File: src/rtl/digit_serial_addsub_if.sv
// Handshake and data bundle for digit_serial_addsub.
//   in_valid/in_ready   : operand handshake (a, b, cin, sub travel with it)
//   out_valid/out_ready : result handshake (s, cout, ovf travel with it)
// master = operand producer / result consumer, slave = the adder.
interface digit_serial_addsub_if #(
    parameter int WIDTH = 16
);
    logic             in_valid;
    logic             in_ready;
    logic [WIDTH-1:0] a;
    logic [WIDTH-1:0] b;
    logic             cin;
    logic             sub;
    logic             out_valid;
    logic             out_ready;
    logic [WIDTH-1:0] s;
    logic             cout;
    logic             ovf;

    modport master (
        output in_valid, a, b, cin, sub, out_ready,
        input  in_ready, out_valid, s, cout, ovf
    );

    modport slave (
        input  in_valid, a, b, cin, sub, out_ready,
        output in_ready, out_valid, s, cout, ovf
    );
endinterface

File: src/rtl/digit_serial_addsub.sv
// Digit-serial adder/subtractor: processes DIGIT bits per cycle, LSB digit
// first, so a WIDTH-bit result takes NDIG = WIDTH/DIGIT cycles.
// Ports:
//   clk  : clock, rising edge
//   rst  : synchronous active-high reset
//   bus  : digit_serial_addsub_if.slave
//          in_valid/in_ready, a, b, cin, sub    - operand side
//          out_valid/out_ready, s, cout, ovf    - result side
// Subtract is a + ~b + ~cin, so cout=1 means "no borrow".
//
// state | meaning
// ------+---------------------------------------------------
// IDLE  | waiting for operands, in_ready=1
// CALC  | one digit per cycle, counter k = 0 .. NDIG-1
// DONE  | result held on s/cout/ovf, out_valid=1 until out_ready
module digit_serial_addsub #(
    parameter int WIDTH = 16,
    parameter int DIGIT = 4
) (
    input logic            clk,
    input logic            rst,
    digit_serial_addsub_if.slave bus
);
    localparam int NDIG = WIDTH / DIGIT;
    localparam int CW   = (NDIG > 1) ? $clog2(NDIG) : 1;
    localparam logic [CW-1:0] LAST_DIG = CW'(NDIG - 1);

    typedef enum logic [1:0] {
        IDLE = 2'd0,
        CALC = 2'd1,
        DONE = 2'd2
    } state_t;

    state_t           state;
    state_t           state_nxt;

    logic [WIDTH-1:0] a_r;
    logic [WIDTH-1:0] b_r;
    logic [WIDTH-1:0] s_r;
    logic             carry_r;
    logic             cout_r;
    logic             ovf_r;
    logic [CW-1:0]    dig_cnt;

    logic [DIGIT:0]       dig_sum;
    logic [WIDTH+DIGIT-1:0] s_cat;
    logic                 last_dig;
    logic                 msb_ovf;

    // Operands are shifted right each cycle so the active digit is always
    // in the low DIGIT bits; result digits enter s from the top.
    always_comb begin
        dig_sum  = {1'b0, a_r[DIGIT-1:0]} + {1'b0, b_r[DIGIT-1:0]}
                   + {{DIGIT{1'b0}}, carry_r};
        s_cat    = {dig_sum[DIGIT-1:0], s_r};
        last_dig = (dig_cnt == LAST_DIG);
        // Carry into the top bit equals a^b^sum at that bit.
        msb_ovf  = a_r[DIGIT-1] ^ b_r[DIGIT-1] ^ dig_sum[DIGIT-1] ^ dig_sum[DIGIT];
    end

    always_ff @(posedge clk) begin
        if (rst) begin
            state <= IDLE;
        end else begin
            state <= state_nxt;
        end
    end

    always_comb begin
        state_nxt     = state;
        bus.in_ready  = 1'b0;
        bus.out_valid = 1'b0;
        case (state)
            IDLE: begin
                bus.in_ready = 1'b1;
                if (bus.in_valid) begin
                    state_nxt = CALC;
                end
            end
            CALC: begin
                if (last_dig) begin
                    state_nxt = DONE;
                end
            end
            DONE: begin
                bus.out_valid = 1'b1;
                if (bus.out_ready) begin
                    state_nxt = IDLE;
                end
            end
            default: state_nxt = IDLE;
        endcase
    end

    always_ff @(posedge clk) begin
        if (rst) begin
            a_r     <= '0;
            b_r     <= '0;
            s_r     <= '0;
            carry_r <= 1'b0;
            cout_r  <= 1'b0;
            ovf_r   <= 1'b0;
            dig_cnt <= '0;
        end else begin
            case (state)
                IDLE: begin
                    if (bus.in_valid) begin
                        a_r     <= bus.a;
                        b_r     <= bus.sub ? ~bus.b : bus.b;
                        carry_r <= bus.sub ? ~bus.cin : bus.cin;
                        dig_cnt <= '0;
                    end
                end
                CALC: begin
                    a_r     <= a_r >> DIGIT;
                    b_r     <= b_r >> DIGIT;
                    s_r     <= WIDTH'(s_cat >> DIGIT);
                    carry_r <= dig_sum[DIGIT];
                    dig_cnt <= dig_cnt + 1'b1;
                    if (last_dig) begin
                        cout_r <= dig_sum[DIGIT];
                        ovf_r  <= msb_ovf;
                    end
                end
                default: ;
            endcase
        end
    end

    assign bus.s    = s_r;
    assign bus.cout = cout_r;
    assign bus.ovf  = ovf_r;
endmodule

File: src/flat_wrapper.sv
// flat-port wrapper written by rule: the top's interface ports become plain ports
module digit_serial_addsub_flat 
#(
    parameter int WIDTH = 16,
    parameter int DIGIT = 4
)
  (clk, rst, bus_in_valid, bus_a, bus_b, bus_cin, bus_sub, bus_out_ready, bus_in_ready, bus_out_valid, bus_s, bus_cout, bus_ovf);
  digit_serial_addsub_if #(.WIDTH(WIDTH)) bus_i ();
  input logic clk;
  input logic rst;
  input wire logic [$bits(bus_i.in_valid)-1:0] bus_in_valid;
  input wire logic [$bits(bus_i.a)-1:0] bus_a;
  input wire logic [$bits(bus_i.b)-1:0] bus_b;
  input wire logic [$bits(bus_i.cin)-1:0] bus_cin;
  input wire logic [$bits(bus_i.sub)-1:0] bus_sub;
  input wire logic [$bits(bus_i.out_ready)-1:0] bus_out_ready;
  output wire logic [$bits(bus_i.in_ready)-1:0] bus_in_ready;
  output wire logic [$bits(bus_i.out_valid)-1:0] bus_out_valid;
  output wire logic [$bits(bus_i.s)-1:0] bus_s;
  output wire logic [$bits(bus_i.cout)-1:0] bus_cout;
  output wire logic [$bits(bus_i.ovf)-1:0] bus_ovf;
  assign bus_i.in_valid = bus_in_valid;
  assign bus_i.a = bus_a;
  assign bus_i.b = bus_b;
  assign bus_i.cin = bus_cin;
  assign bus_i.sub = bus_sub;
  assign bus_i.out_ready = bus_out_ready;
  assign bus_in_ready = bus_i.in_ready;
  assign bus_out_valid = bus_i.out_valid;
  assign bus_s = bus_i.s;
  assign bus_cout = bus_i.cout;
  assign bus_ovf = bus_i.ovf;
  digit_serial_addsub #(.WIDTH(WIDTH), .DIGIT(DIGIT)) u_core (.clk(clk), .rst(rst), .bus(bus_i));
endmodule
File: config.mk
export PLATFORM = sky130hd
export DESIGN_NAME = digit_serial_addsub_flat
export DESIGN_NICKNAME = d
export VERILOG_FILES = /design/src/rtl/digit_serial_addsub_if.sv /design/src/rtl/digit_serial_addsub.sv /design/src/flat_wrapper.sv
export SDC_FILE = /design/constraint.sdc
export NUM_CORES = 1
export LEC_CHECK = 0
export CAP_MARGIN = 20
export CORE_ASPECT_RATIO = 1.2
export CORE_UTILIZATION = 33
export CTS_CLUSTER_SIZE = 40
export DETAILED_ROUTE_END_ITERATION = 8
export PLACE_DENSITY = 0.6
export SLEW_MARGIN = 30
export SYNTH_ARGS = -nofsm -noshare
export SYNTH_HDL_FRONTEND = slang
export SYNTH_SLANG_ARGS = --single-unit
File: constraint.sdc
create_clock -name clk -period 2.42 [get_ports clk]
set_input_delay 0.726 -clock clk [delete_from_list [all_inputs] [get_ports clk]]
set_output_delay 0.726 -clock clk [all_outputs]
set_load 0.05 [all_outputs]
==> results of run 1 <==
## cell usage after synthesis
cell,number
nand3_1,1
a211oi_1,2
nand3b_1,1
o21bai_1,1
nor2_1,57
a21o_1,1
xor2_1,19
fa_1,2
buf_2,9
nor3_1,12
a21oi_1,32
and2_1,1
a222oi_1,1
a22oi_1,21
o22ai_1,1
buf_4,5
ha_1,4
a311oi_1,1
buf_6,1
nand2_1,39
dfxtp_1,55
o21ai_1,11
nor2b_1,27
inv_1,3
nand2b_1,4
o31ai_1,1
clkbuf_1,10
## kinds of logic (layout without fill, tap and decap cells)
group | Yosys count | count (layout) | synth area share, %
buf+inv | 28 | 80 | 5.55
compound gates | 72 | 72 | 17.0
flops | 55 | 55 | 42.9
fa+ha+maj | 6 | 6 | 3.51
xor+xnor | 19 | 19 | 6.48
simple gates | 142 | 142 | 24.6
## metrics by stage
| stage | total power, uW | cell area (sq um) | instances | hold WS, ns |
|---|---|---|---|---|
| finish | 1880 | 3310 | 464 | 0.457 |
| global route | 2000 | 3310 | 464 | 0.479 |
| CTS | 1910 | 3310 | 464 | 0.462 |
| detailed placement | 1410 | 3230 | 456 | 0.448 |
| global placement | 1410 | 3230 | 456 | 0.443 |
| floorplan | 1270 | 2570 | 322 | 0.469 |
## routing by layer
metal,share of wire (%),vias to the layer above,GRT usage (%)
met5,0,-,0
li1,-,1165,-
met2,50,53,26.0
met1,45,1007,17.6
met4,0.96,0,3.58
met3,4.1,4,3.43
## tightest hold or removal path, stage by stage (launching register included)
cell     delay [ns]
dfxtp_1        0.32
nand2_1        0.05
a21oi_1        0.05
## state kept, by name (all words and copies together), names as in the netlist
signal	flops
u_core.a_r	16
u_core.b_r	16
u_core.bus.cout	1
u_core.bus.ovf	1
u_core.bus.s	16
u_core.carry_r	1
u_core.dig_cnt	2
u_core.state	2
## worst max-delay path by stage
stage,from,end,slack [ns],cells after the start
floorplan,u_core.state[0],bus_out_valid,0.47,2
global placement,bus_in_valid,u_core.carry_r,0.25,5
detailed placement,bus_in_valid,u_core.carry_r,0.23,5
CTS,u_core.bus.s[13],bus_s[13],0.19,1
global route,u_core.bus.s[13],bus_s[13],0.14,1
finish,u_core.bus.s[13],bus_s[13],0.21,1
## report_power, final
group          internal (uW)  switching, uW
clock                    199            298
combinational            185            204
sequential               961           37.9
total                   1340            539
## cell type report
| class | instances | area, sq um | share of cell area (%) |
|---|---|---|---|
| clock inverters | 3 | 15.0 | 0.454 |
| well taps | 90 | 113 | 3.40 |
| clock buffers | 5 | 68.8 | 2.08 |
| inverters | 3 | 11.3 | 0.340 |
| multi-input cells | 239 | 1330 | 40.0 |
| flip-flops and latches | 55 | 1100 | 33.3 |
| repair buffers | 69 | 676 | 20.4 |
==> results.md, run 1 <==
- Cell Chain, Critical Path: clkdlybuf4s50_1
- Cts hold-fix bufs: 0
- Synth Cell Area: 0.00257 sq mm
- Setup CP Type: register to output pin
- Initial core utilization: 34.7%
- Reg2Reg Setup Slack: 0.54 ns
- Post-Synthesis Cells: 322
- Synth-to-Final Area Change: 28.8%
- Setup Fix Bufs, Post-CTS: 0
- TritonRoute pass-1 iters: 4
- Final Max Tran Viols: 0
- CTS buffer count: 5
- Most frequent cells in the layout: 57 x nor2_1, 55 x dfxtp_1, 54 x clkdlybuf4s50_1, 39 x nand2_1, 32 x a21oi_1
- Via count: 2229
- Vias in the first global route: 2053
- Setup WS pre-CTS: 0.230 ns
- WL/cell: 11.9 um
- Pin count of the biggest net entering global routing: 35
- Die area: 0.00814 sq mm
- Yosys reg bits: 55
- Maximum VDD drop: 283 uV
- Vias per cell: 4.80
- Fin. Hold Viols: 0
- Layout cell share with drive strength beyond 1: 6.15%
- GRT Total Usage: 14.7%
- Post-Route Skew: 0.00574 ns
- Startpoint Class: register
- Reg2Reg Capture Point: u_core.bus.ovf
- Initial antenna violation count: 0
- Worst hold path depth: 2
- Fmax: 452 MHz
- CP max-delay cell: clkdlybuf4s50_1
- Min-delay src: u_core.bus.s[0]
- First-pass GRT wire length: 9310 um
- Clock root buffer: clkbuf_8
- Post-synth top area share: 42.9%
- DRC viols: 0
- Worst Path Max Fanout: 3
- Leak: 0.00128 uW
- Final setup margin: 0.207 ns
- Status: completed
- Detailed placement HPWL: 3850 um
- Crit path DAT: 1.49 ns
- Core area: 0.00740 sq mm
- Slew margin rel.: 62.8%
- Cell variety after synth: 27
- FF-to-FF Start: u_core.state[0]
- Cell taking the most area after synthesis: dfxtp_1
- Site Rows: 34
- H-tree depth: 2
- Measured slew at the worst slew-check pin: 0.557 ns
- RSZ-0062 raised after global routing: no
- CP max stage delay: 0.81 ns
- Setup TNS Final: 0 ns
- Synth warn: 0
- Clk Latency, worst-skew pair: 0.31 ns
- Die Y-Extent: 98.6 um
- I/O pin count: 58
- Worst setup EP type: output pin
- ANT cells: 0
- Max-capacitance violation count: 0
- Pwr dens: 569 mW/mm^2
- Syn avg cell area: 7.98 sq um
- Final setup vio count: 0
- Worst Path Required: 1.69 ns
- Clk buf depth: 2
- Period minus WS final: 2.21 ns
- GR Overflow Total: 0
- IO buf count: 57
- Largest cells by area after synthesis: dfxtp_1 43%, nor2_1 8.3%, nor2b_1 6.6%
- Worst path bufs/invs: 1
- Post-route ant nets: 0
- Cell family with most CP delay: buffers and inverters
- Die X: 82.5 um
- CTS tree: built
- Starting DRT DRC Count: 69
- GP Congestion: 0.757
- NumNets Final: 417
- Total Wirelength: 5520 um
- Sequential element share of the synthesized area: 42.9%
- Clk slew on worst S/H paths: 0.10 ns
- Commonest non-fill, non-tap cell in the layout: nor2_1
- Fillers: 794
- Finished Core Util: 44.7%
- Reg2Reg Depth: 5
- Worst min-delay path class: register to register
- Crit share post-route: 91.5%
- Sink of the worst hold path: u_core.bus.s[0]
- TritonCTS sink count: 55
- # resized after CTS: 0
- Syn nets: 366
(Power assumes the default switching activity.)
==> inputs of run 2 (changes only) <==
--- a/config.mk
+++ b/config.mk
@@ -6,11 +6,13 @@
 export NUM_CORES = 1
 export LEC_CHECK = 0
 export CAP_MARGIN = 20
+export CELL_PAD_IN_SITES_DETAIL_PLACEMENT = 1
+export CELL_PAD_IN_SITES_GLOBAL_PLACEMENT = 2
 export CORE_ASPECT_RATIO = 1.2
-export CORE_UTILIZATION = 33
+export CORE_UTILIZATION = 28
 export CTS_CLUSTER_SIZE = 40
 export DETAILED_ROUTE_END_ITERATION = 8
-export PLACE_DENSITY = 0.6
+export PLACE_DENSITY = 0.82
 export SLEW_MARGIN = 30
 export SYNTH_ARGS = -nofsm -noshare
 export SYNTH_HDL_FRONTEND = slang
==> results.md, run 2 (same netlist as run 1, synthesis figures left out) <==
- Setup CP Type: register to output pin (unchanged)
- Post-DP Area: 0.00327 sq mm (was 0.00323 sq mm)
- Fmax: 447 MHz (was 452 MHz)
- Total Wirelength: 6450 um (was 5520 um)
- Die Y-Extent: 107 um (was 98.6 um)
- Worst min-delay path class: register to register (unchanged)
- Pwr dens: 602 mW/mm^2 (was 569 mW/mm^2)
- Post-route ant nets: 0 (unchanged)
- Fin. Hold Viols: 0 (unchanged)
- Vias per cell: 4.71 (was 4.80)
- Measured slew at the worst slew-check pin: 0.692 ns (was 0.557 ns)
- Post-Route Skew: 0.00448 ns (was 0.00574 ns)
- Die area: 0.00956 sq mm (was 0.00814 sq mm)
- Site Rows: 37 (was 34)
- Final Max Tran Viols: 0 (unchanged)
- CP max stage delay: 0.82 ns (was 0.81 ns)
- Slew margin rel.: 53.9% (was 62.8%)
- Initial antenna violation count: 0 (unchanged)
- Commonest non-fill, non-tap cell in the layout: nor2_1 (unchanged)
- FF-to-FF Start: u_core.carry_r (was u_core.state[0])
- # resized after CTS: 0 (unchanged)
- Worst path bufs/invs: 1 (unchanged)
- GRT Total Usage: 14.9% (was 14.7%)
- Crit. Startpoint: u_core.bus.s[14] (was u_core.bus.s[13])
- Final setup margin: 0.184 ns (was 0.207 ns)
- RSZ-0062 raised after global routing: no (unchanged)
- NumNets Final: 418 (was 417)
- H-tree depth: 2 (unchanged)
- Initial core utilization: 29.4% (was 34.7%)
- Clk slew on worst S/H paths: 0.10 ns (about the same)
- Startpoint Class: register (unchanged)
- Cts hold-fix bufs: 0 (unchanged)
- Starting DRT DRC Count: 81 (was 69)
- I/O pin count: 58 (unchanged)
- Max-capacitance violation count: 0 (unchanged)
- Leak: 0.00130 uW (was 0.00128 uW)
- Die X: 89.4 um (was 82.5 um)
- Finished Core Util: 38.7% (was 44.7%)
- Status: completed (unchanged)
- Worst setup EP type: output pin (unchanged)
- Synth-to-Final Area Change: 31.8% (was 28.8%)
- ANT cells: 0 (unchanged)
- Maximum VDD drop: 271 uV (was 283 uV)
- Cell Chain, Critical Path: clkdlybuf4s50_1 (unchanged)
- Vias in the first global route: 2388 (was 2053)
- GR Overflow Total: 0 (unchanged)
- WL/cell: 13.1 um (was 11.9 um)
- Detailed placement HPWL: 4530 um (was 3850 um)
- Min-delay src: u_core.bus.s[0] (unchanged)
- Period minus WS final: 2.24 ns (was 2.21 ns)
- Worst Path Required: 1.69 ns (about the same)
- First-pass GRT wire length: 11100 um (was 9310 um)
- Worst Path Max Fanout: 3 (unchanged)
- Via count: 2317 (was 2229)
- Cell family with most CP delay: buffers and inverters (unchanged)
- IO buf count: 57 (unchanged)
- Setup WS pre-CTS: 0.304 ns (was 0.230 ns)
- Crit share post-route: 92.4% (was 91.5%)
- Core area: 0.00875 sq mm (was 0.00740 sq mm)
- DRC viols: 0 (unchanged)
- Pin count of the biggest net entering global routing: 40 (was 35)
- Clk buf depth: 2 (unchanged)
- GP Congestion: 0.698 (was 0.757)
- CTS tree: built (unchanged)
- CTS buffer count: 5 (unchanged)
- TritonRoute pass-1 iters: 5 (was 4)
- Final setup vio count: 0 (unchanged)
- Layout cell share with drive strength beyond 1: 6.40% (was 6.15%)
- Most frequent cells in the layout: 57 x nor2_1, 55 x dfxtp_1, 54 x clkdlybuf4s50_1, 39 x nand2_1, 32 x a21oi_1 (unchanged)
- Setup Fix Bufs, Post-CTS: 0 (unchanged)
- CP max-delay cell: clkdlybuf4s50_1 (unchanged)
- Crit path DAT: 1.51 ns (was 1.49 ns)
- Clock root buffer: clkbuf_8 (unchanged)
- TritonCTS sink count: 55 (unchanged)
- Design area: 0.00338 sq mm (was 0.00331 sq mm)
- Clk Latency, worst-skew pair: 0.31 ns (about the same)
- Setup TNS Final: 0 ns (unchanged)
-- run 2: cell count changes in the layout (fill, tap and decap cells not counted), sizes merged --
cell and delta:
bufinv +1, clkbuf +1, clkinv -2, buf +1
-- run 2: path summary, 6_finish.rpt --
| path | to | cells past startpoint | slack, ns |
|---|---|---|---|
| max reg2reg | u_core.bus.ovf | 7 | 0.55 |
| min | u_core.bus.s[0] | 2 | 0.46 |
| min reg2reg | u_core.bus.s[0] | 2 | 0.46 |
| max | bus_s[14] | 1 | 0.18 |
-- run 2: layout make-up --
cell class / count / area [sq um]
Multi-Input combinational cell: 239 / 1330
Clock buffer: 6 / 82.6
Sequential cell: 55 / 1100
Tap cell: 117 / 146
Clock inverter: 2 / 35.0
Inverter: 3 / 11.3
Timing Repair Buffer: 70 / 683
Fill cell: 1057 / 5370
-- run 2: through the flow --
| stage | power, uW | hold slack (ns) | instances |
|---|---|---|---|
| finish | 2040 | 0.458 | 492 |
| global route | 2160 | 0.478 | 492 |
| CTS | 2080 | 0.462 | 492 |
| detailed placement | 1430 | 0.447 | 484 |
| global placement | 1410 | 0.442 | 484 |
| floorplan | 1270 | 0.469 | 322 |
-- run 2: worst min-delay path, stage by stage (launching register included) --
cell and delay, ns:
dfxtp_1 0.32, nand2_1 0.05, a21oi_1 0.05
-- run 2: routing by layer --
metal,vias up,wire length [um],GRT usage (%)
li1,1166,-,-
met5,-,0,0
met3,6,226,2.54
met1,1089,2770,17.3
met2,56,3380,27.4
met4,0,82,4.42
-- run 2: power breakdown --
part,internal (uW),leakage (uW),switching [uW],total (uW)
registers,961,0.000450,33.9,994
logic,187,0.000790,219,406
clock network,335,0.0000612,302,637
==> inputs of run 3 (changes only) <==
==> constraint.sdc (replaced) <==
create_clock -name clk -period 2.2 [get_ports clk]
set_input_delay 0.66 -clock clk [delete_from_list [all_inputs] [get_ports clk]]
set_output_delay 0.66 -clock clk [all_outputs]
set_load 0.05 [all_outputs]
==> results.md, run 3 (same netlist as run 1, synthesis figures left out) <==
- Status: completed (unchanged)
- Worst path bufs/invs: 1 (unchanged)
- Post-Route Skew: 0.00773 ns (was 0.00448 ns)
- Initial antenna violation count: 0 (unchanged)
- Reg2Reg Depth: 7 (unchanged)
- Synth-to-Final Area Change: 33.1% (was 31.8%)
- Placed Cells: 485 (was 484)
- Number of cells on the critical path: 1 (unchanged)
- Final setup margin: 0.0540 ns (was 0.184 ns)
- Clock root buffer: clkbuf_8 (unchanged)
- TritonRoute pass-1 iters: 4 (was 5)
- Fillers: 1051 (was 1057)
- GP Congestion: 0.699 (was 0.698)
- Fin. Hold Viols: 0 (unchanged)
- Clk Latency, worst-skew pair: 0.31 ns (about the same)
- Fmax: 466 MHz
- Clk buf depth: 2 (unchanged)
- Reg2Reg Capture Point: u_core.bus.ovf (unchanged)
- Most frequent cells in the layout: 57 x nor2_1, 55 x dfxtp_1, 44 x clkdlybuf4s50_1, 39 x nand2_1, 32 x a21oi_1 (was 57 x nor2_1, 55 x dfxtp_1, 54 x clkdlybuf4s50_1, 39 x nand2_1, 32 x a21oi_1)
- Post-route ant nets: 0 (unchanged)
- Worst min-delay path class: register to register (unchanged)
- Crit. Startpoint: u_core.bus.s[13] (was u_core.bus.s[14])
- Design area: 0.00342 sq mm (was 0.00338 sq mm)
- Site Rows: 37 (unchanged)
- FF-to-FF Start: u_core.a_r[0] (was u_core.carry_r)
- Maximum VDD drop: 299 uV (was 271 uV)
- Post-DP Area: 0.00328 sq mm (was 0.00327 sq mm)
- Reg2Reg Setup Slack: 0.30 ns (was 0.55 ns)
- GR Overflow Total: 0 (unchanged)
- I/O pin count: 58 (unchanged)
- Crit path DAT: 1.49 ns (was 1.51 ns)
- Crit share post-route: 97.5%
- Via count: 2272 (was 2317)
- Hold_ws: 0.460 ns (was 0.458 ns)
- Setup WS pre-CTS: 0.107 ns (was 0.304 ns)
- Max-capacitance violation count: 0 (unchanged)
- Worst Path Max Fanout: 3 (unchanged)
- H-tree depth: 2 (unchanged)
- Die X: 89.4 um (unchanged)
- DRC viols: 0 (unchanged)
- WL/cell: 12.9 um (was 13.1 um)
- Final Max Tran Viols: 0 (unchanged)
- Setup Fix Bufs, Post-CTS: 0 (unchanged)
- Commonest non-fill, non-tap cell in the layout: nor2_1 (unchanged)
- Vias in the first global route: 2289 (was 2388)
- Setup TNS Final: 0 ns (unchanged)
- Total Wirelength: 6340 um (was 6450 um)
- Final setup vio count: 0 (unchanged)
- Layout cell share with drive strength beyond 1: 7.18% (was 6.40%)
- Clk slew on worst S/H paths: 0.10 ns (about the same)
- CP max-delay cell: clkdlybuf4s50_1 (unchanged)
- Cell Chain, Critical Path: clkdlybuf4s50_1 (unchanged)
- Startpoint Class: register (unchanged)
- CP max stage delay: 0.81 ns (was 0.82 ns)
- Pin count of the biggest net entering global routing: 40 (unchanged)
- Non-Filler Instances: 493 (was 492)
- RSZ-0062 raised after global routing: no (unchanged)
- First-pass GRT wire length: 10800 um (was 11100 um)
- GRT Total Usage: 14.5% (was 14.9%)
- Cell family with most CP delay: buffers and inverters (unchanged)
- Worst Path Required: 1.54 ns (was 1.69 ns)
- Die Y-Extent: 107 um (unchanged)
- Worst setup EP type: output pin (unchanged)
- Starting DRT DRC Count: 96 (was 81)
- Vias per cell: 4.61 (was 4.71)
- TritonCTS sink count: 55 (unchanged)
- Detailed placement HPWL: 4480 um (was 4530 um)
- Initial core utilization: 29.4% (unchanged)
- IO buf count: 57 (unchanged)
- Slew margin rel.: 55.0% (was 53.9%)
- Cts hold-fix bufs: 0 (unchanged)
- CTS tree: built (unchanged)
- Critical Path End: bus_s[13] (was bus_s[14])
- Leak: 0.00146 uW (was 0.00130 uW)
- ANT cells: 0 (unchanged)
- CTS buffer count: 5 (unchanged)
- Min-delay src: u_core.bus.s[0] (unchanged)
- Die area: 0.00956 sq mm (unchanged)
- Period minus WS final: 2.15 ns
- Core area: 0.00875 sq mm (unchanged)
- NumNets Final: 419 (was 418)
- Setup CP Type: register to output pin (unchanged)
- Pwr dens: 654 mW/mm^2 (was 602 mW/mm^2)
- Measured slew at the worst slew-check pin: 0.675 ns (was 0.692 ns)
-- run 3: worst min path at each step --
stage               cells past startpoint  slack (ns)         endpoint
global placement                        2        0.44  u_core.bus.s[0]
CTS                                     2        0.46  u_core.bus.s[0]
floorplan                               2        0.47    u_core.a_r[4]
finish                                  2        0.46  u_core.bus.s[0]
detailed placement                      2        0.45  u_core.bus.s[0]
global route                            2        0.48  u_core.bus.s[0]
-- run 3: routing by layer --
layer / track usage (%) / wire length [um]
met5: 0 / 0
met4: 4.42 / 80
met3: 2.31 / 195
met2: 26.3 / 3220
met1: 17.2 / 2840
-- run 3: timing repair --
item / CTS / global route
endpoints found under the setup margin: 0 / 8
hold endpoints to repair: 0 / 0
gates resized for setup: 0 / 8
-- run 3: tightest hold or removal path, stage by stage (launching register included) --
cell and delay [ns]:
dfxtp_1 0.32, nand2_1 0.05, a21oi_1 0.05
-- run 3: area by class of cell --
class	count	area [sq um]	share of cell area [%]
clock buffers	6	82.6	2.41
well taps	117	146	4.28
repair buffers	71	718	21.0
flip-flops and latches	55	1100	32.2
multi-input cells	239	1330	38.7
clock inverters	2	35.0	1.02
inverters	3	11.3	0.329
-- run 3: report_power, final --
part	internal (uW)	leakage, uW	switching (uW)
combinational	208	0.000950	239
sequential	1060	0.000450	36.8
clock	369	0.0000612	328
total	1630	0.00146	603
-- run 3: metrics by stage --
step                power, uW  util [%]
floorplan                1400         -
finish                   2240      39.1
CTS                      2280      38.9
global placement         1560      37.5
detailed placement       1570      37.5
global route             2370      39.1
